[src/rtl/time_inc_arbiter.sv]
// time_inc_arbiter
//   Merges the increment requesters that share the clock and alarm time
//   counters. It sends at most one increment per cycle into each counter set.
//   Requests that lose arbitration wait in small saturating pending counters,
//   so no increment is lost unless a counter is already full.
//
// Ports
//   ck             clock, rising edge
//   reset          synchronous active-high clear of all state
//   tick_min       minute carry from the seconds chain (clock minutes, top priority)
//   mm_clock_req   minute button, clock minutes
//   mm_alarm_req   minute button, alarm minutes
//   hh_clock_req   hour button, clock hours
//   hh_alarm_req   hour button, alarm hours
//   ovf_clr        clears the sticky overflow flag
//   clock_min_inc  registered one-cycle increment, clock minutes
//   clock_hour_inc registered one-cycle increment, clock hours
//   alarm_min_inc  registered one-cycle increment, alarm minutes
//   alarm_hour_inc registered one-cycle increment, alarm hours
//   busy           registered: some pending counter is nonzero
//   overflow       sticky: a request was dropped at saturation
module time_inc_arbiter #(
  parameter int PEND_W = 2
) (
  input  logic ck,
  input  logic reset,
  input  logic tick_min,
  input  logic mm_clock_req,
  input  logic mm_alarm_req,
  input  logic hh_clock_req,
  input  logic hh_alarm_req,
  input  logic ovf_clr,
  output logic clock_min_inc,
  output logic clock_hour_inc,
  output logic alarm_min_inc,
  output logic alarm_hour_inc,
  output logic busy,
  output logic overflow
);

  localparam int NSRC = 5;
  localparam int TICK = 0;
  localparam int MMC  = 1;
  localparam int HHC  = 2;
  localparam int MMA  = 3;
  localparam int HHA  = 4;

  logic [NSRC-1:0][PEND_W-1:0] pend, pend_d;
  logic [NSRC-1:0][PEND_W:0]   eff, nxt;
  logic [NSRC-1:0]             req, elig, gnt, sat;
  // Round-robin pointers: 0 prefers the minute source, 1 the hour source.
  logic rr_clk, rr_alm;

  assign req = {hh_alarm_req, mm_alarm_req, hh_clock_req, mm_clock_req, tick_min};

  always_comb begin
    for (int i = 0; i < NSRC; i++) begin
      eff[i]  = {1'b0, pend[i]} + {{PEND_W{1'b0}}, req[i]};
      elig[i] = (eff[i] != '0);
    end
  end

  // Clock domain: tick always wins; the buttons share what is left.
  // Alarm domain arbitrates independently in the same cycle.
  always_comb begin
    gnt = '0;
    if (elig[TICK])
      gnt[TICK] = 1'b1;
    else if (elig[MMC] && (!elig[HHC] || !rr_clk))
      gnt[MMC] = 1'b1;
    else if (elig[HHC])
      gnt[HHC] = 1'b1;

    if (elig[MMA] && (!elig[HHA] || !rr_alm))
      gnt[MMA] = 1'b1;
    else if (elig[HHA])
      gnt[HHA] = 1'b1;
  end

  // eff can be at most 2^PEND_W. After the grant is subtracted, the top bit
  // is set only when the counter would exceed its maximum.
  always_comb begin
    for (int i = 0; i < NSRC; i++) begin
      nxt[i]    = eff[i] - {{PEND_W{1'b0}}, gnt[i]};
      sat[i]    = nxt[i][PEND_W];
      pend_d[i] = sat[i] ? {PEND_W{1'b1}} : nxt[i][PEND_W-1:0];
    end
  end

  always_ff @(posedge ck) begin
    if (reset) begin
      pend           <= '0;
      rr_clk         <= 1'b0;
      rr_alm         <= 1'b0;
      clock_min_inc  <= 1'b0;
      clock_hour_inc <= 1'b0;
      alarm_min_inc  <= 1'b0;
      alarm_hour_inc <= 1'b0;
      busy           <= 1'b0;
      overflow       <= 1'b0;
    end else begin
      pend <= pend_d;
      // A tick grant leaves rr_clk untouched.
      if (gnt[MMC])      rr_clk <= 1'b1;
      else if (gnt[HHC]) rr_clk <= 1'b0;
      if (gnt[MMA])      rr_alm <= 1'b1;
      else if (gnt[HHA]) rr_alm <= 1'b0;
      clock_min_inc  <= gnt[TICK] | gnt[MMC];
      clock_hour_inc <= gnt[HHC];
      alarm_min_inc  <= gnt[MMA];
      alarm_hour_inc <= gnt[HHA];
      busy           <= |pend_d;
      // Set wins over clear.
      overflow       <= (|sat) | (overflow & ~ovf_clr);
    end
  end

endmodule

[config.mk]
export PLATFORM = sky130hd
export DESIGN_NAME = time_inc_arbiter
export DESIGN_NICKNAME = d
export VERILOG_FILES = /design/src/rtl/time_inc_arbiter.sv
export SDC_FILE = /design/constraint.sdc
export NUM_CORES = 1
export LEC_CHECK = 0
export CORE_UTILIZATION = 56
export DETAILED_ROUTE_END_ITERATION = 12
export GPL_ROUTABILITY_DRIVEN = 0
export PLACE_DENSITY = 0.86
export SLEW_MARGIN = 15
export SYNTH_ARGS = -nofsm -noshare
export SYNTH_HDL_FRONTEND = slang
export SYNTH_SLANG_ARGS = --single-unit
[constraint.sdc]
create_clock -name ck -period 6.8 [get_ports ck]
set_input_delay 1.36 -clock ck [delete_from_list [all_inputs] [get_ports ck]]
set_output_delay 1.36 -clock ck [all_outputs]
set_load 0.03 [all_outputs]
==> impl_metrics.py <==
metrics = {
    "power_and_ir_drop": {
        "clock_power_share": 0.111,
        "swShare": 0.421,
        "power.switching_w": 0.000245,
        "ir_drop_uv": 312,
        "pwr-share-seq": 0.289,
        "intPower_w": 0.000338,
        "power.leakage_nw": 0.554,
        "powerDensity_mw_per_mm2": 511,
        "combPwrFrac": 0.600,
    },
    "final_layout": {
        "antenna-diode-count": 0,
        "fillers": 115,
        "syn2layout_area_growth_pct": 19.1,
        "max_ffs_per_register": 10,
        "stdcell_count": 130,
        "layout.cells.most_common_list": "sky130_fd_sc_hd__ha_1, sky130_fd_sc_hd__dfxtp_1, sky130_fd_sc_hd__a21oi_1",
        "mostFrequentLayoutCell": "sky130_fd_sc_hd__ha_1",
        "ratio_of_cells_with_drive_above_1_in_the_final_layout": 0.0526,
        "final_net_count": 143,
        "max_flop_register": "pend",
    },
    "worst_setup_path": {
        "cp.arrival_ns": 4.13,
        "end_kind": "register",
        "worst_ep_required_time_ns": 6.98,
        "setup.worst_path.start_class": "input pin",
        "worst_setup_path_category": "input pin to register",
        "timing.reg2reg.setup_slack_ns": 4.04,
        "path_max_fanout": 4,
    },
    "timing": {
        "number_of_hold_slack_violations_in_the_final_timing_report": 0,
        "final.min_clock_period_ns": 3.94,
        "timing_worst_slew_pin_value_ns": 0.517,
        "worst_clock_skew_ns": 0.00231,
        "fmax_mhz": 254,
        "slew-limit-headroom": 0.654,
        "min_period_over_period": 0.580,
        "grt_setup_unrepaired": "no",
        "setup_viol_count_final": 0,
        "final_max_slew_viol_count": 0,
        "setup_total_negative_slack_ns": 0,
    },
    "die": {
        "initial_core_util": 0.614,
        "io_pins": 14,
        "floorplan.core_area_mm2": 0.00156,
        "fp.dieH_um": 43.3,
        "die_width_um": 43.3,
        "rows": 14,
        "die_area_mm2": 0.00188,
    },
    "placement": {
        "dp.final_hpwl_mm": 1.39,
        "placed_cells": 126,
        "io_buffer_count": 13,
    },
    "clock_tree": {
        "hold_buffers": 0,
        "post_cts.repair.setup_buffers": 0,
        "clockRootBuffer": "sky130_fd_sc_hd__clkbuf_4",
        "cts_max_path_buffers": 2,
        "clkLatencyLatePin_ns": 0.29,
        "clock_slew_at_the_register_clock_pins_of_the_worst_setup_and_hold_paths_ns": 0.10,
        "numClockSinks": 18,
        "tritoncts": "built",
        "htree_levels": 1,
        "cts-resized-gates": 0,
        "cts_buffers": 3,
    },
    "synth": {
        "ys_types": 23,
        "mappedNetlistNets": 126,
        "seq_area_frac_synth": 0.376,
        "synth_area_um2": 957,
        "synth-warning-count": 0,
        "netlist_instances": 98,
        "synth_seq_cells": 18,
        "syn-mean-instance-area_um2": 9.77,
    },
    "routing": {
        "drt_first_iter_violations": 18,
        "antenna_left": 0,
        "route.detailed.wl_per_inst_um": 13.4,
        "detail_route.first_pass.iterations": 9,
        "drt-vias-per-instance": 5.83,
        "finalWirelength_mm": 1.74,
        "drcViolationCount": 2,
        "dr_total_vias": 758,
    },
    "global_route": {
        "grt_use_total": 0.219,
        "number_of_antenna_violations_at_the_first_check_in_global_routing": 0,
        "grt_max_degree": 15,
        "grt-ovfl-total": 0,
        "via_count_of_the_first_global_routing_pass": 731,
        "grt_pass1_wl_mm": 2.99,
    },
    "hold_path": {
        "min-delay-path-class": "register to register",
    },
    "run_status": {
        "failed_checks": "design-rule violations",
        "run_status": "complete, but fails checks",
    },
    "flow_run": {
        "max_cap_viol_count": 0,
    },
}
==> critical path: stages <==
cell	delay, ns
sky130_fd_sc_hd__clkdlybuf4s50_1	0.40
sky130_fd_sc_hd__ha_1	0.20
sky130_fd_sc_hd__ha_1	0.28
sky130_fd_sc_hd__nor3_1	0.40
sky130_fd_sc_hd__inv_1	0.13
sky130_fd_sc_hd__a211oi_1	0.30
sky130_fd_sc_hd__ha_1	0.22
sky130_fd_sc_hd__ha_1	0.16
sky130_fd_sc_hd__xnor2_1	0.18
sky130_fd_sc_hd__nand2_1	0.09
sky130_fd_sc_hd__o41a_1	0.40
==> power groups by stage <==
stage / sequential (W) / clock, W / combinational (W)
floorplan: 0.000191 / 0 / 0.000234
global placement: 0.000169 / 0 / 0.000334
detailed placement: 0.000171 / 0 / 0.000347
CTS: 0.000169 / 0.0000662 / 0.000352
global route: 0.000173 / 0.0000702 / 0.000397
finish: 0.000168 / 0.0000650 / 0.000350
==> per-stage QoR <==
| stage | setup slack, ns | instance area (um2) | total power, W | hold WS, ns | utilization |
|---|---|---|---|---|---|
| floorplan | 3.21 | 957 | 0.000425 | 0.447 | - |
| global placement | 2.64 | 1100 | 0.000503 | 0.462 | 0.708 |
| detailed placement | 2.62 | 1100 | 0.000518 | 0.473 | 0.708 |
| CTS | 2.87 | 1140 | 0.000587 | 0.504 | 0.731 |
| global route | 2.66 | 1140 | 0.000640 | 0.521 | 0.731 |
| finish | 2.86 | 1140 | 0.000583 | 0.507 | 0.731 |
==> cells in the mapped netlist <==
library cell | instances | area [um2]
sky130_fd_sc_hd__o41ai_1 | 1 | 8.76
sky130_fd_sc_hd__nand4_1 | 1 | 6.26
sky130_fd_sc_hd__o211a_1 | 1 | 10.0
sky130_fd_sc_hd__ha_1 | 20 | 250
sky130_fd_sc_hd__xnor2_1 | 5 | 43.8
sky130_fd_sc_hd__or3_1 | 3 | 18.8
sky130_fd_sc_hd__nand2_1 | 3 | 11.3
sky130_fd_sc_hd__and2_1 | 1 | 6.26
sky130_fd_sc_hd__dfxtp_1 | 18 | 360
sky130_fd_sc_hd__o41a_1 | 1 | 11.3
sky130_fd_sc_hd__o21a_1 | 2 | 15.0
sky130_fd_sc_hd__a211oi_1 | 1 | 7.51
sky130_fd_sc_hd__and4_1 | 1 | 8.76
sky130_fd_sc_hd__a21o_1 | 1 | 7.51
sky130_fd_sc_hd__and2_4 | 1 | 8.76
sky130_fd_sc_hd__a211oi_2 | 1 | 12.5
sky130_fd_sc_hd__o2111ai_1 | 1 | 8.76
sky130_fd_sc_hd__a21oi_1 | 14 | 70.1
sky130_fd_sc_hd__clkbuf_1 | 1 | 3.75
sky130_fd_sc_hd__nor2_1 | 2 | 7.51
sky130_fd_sc_hd__nor3_1 | 5 | 25.0
sky130_fd_sc_hd__inv_1 | 13 | 48.8
sky130_fd_sc_hd__and3_1 | 1 | 6.26
==> area by class of cell <==
class                   instances  area (um2)  area share
clock buffers                   4        36.3      0.0318
inverters                      13        48.8      0.0428
multi-input cells              66         544       0.477
flip-flops and latches         18         360       0.316
well taps                      16        20.0      0.0176
repair buffers                 13         130       0.114
==> per-layer routing <==
layer	GRT usage	share of wire
met5	0	0
met4	0.0750	0.016
met3	0.0292	0.040
met2	0.424	0.51
met1	0.242	0.43
==> path summary, 6_finish.rpt <==
kind,start,to,cells past startpoint
hold / removal,rr_alm,rr_alm,1
setup reg to reg,pend[0],busy,10
setup / recovery,tick_min,busy,11
hold reg to reg,rr_alm,rr_alm,1
==> kinds of logic after synthesis <==
logic type | synth area share
AO/OA/AOI/OAI | 0.158
adder cells (fa/ha/maj) | 0.261
AND/OR/NAND/NOR | 0.103
flip-flops | 0.376
buffers and inverters | 0.0549
XOR/XNOR | 0.0457
Note: power is estimated with default switching activity, not from simulation.
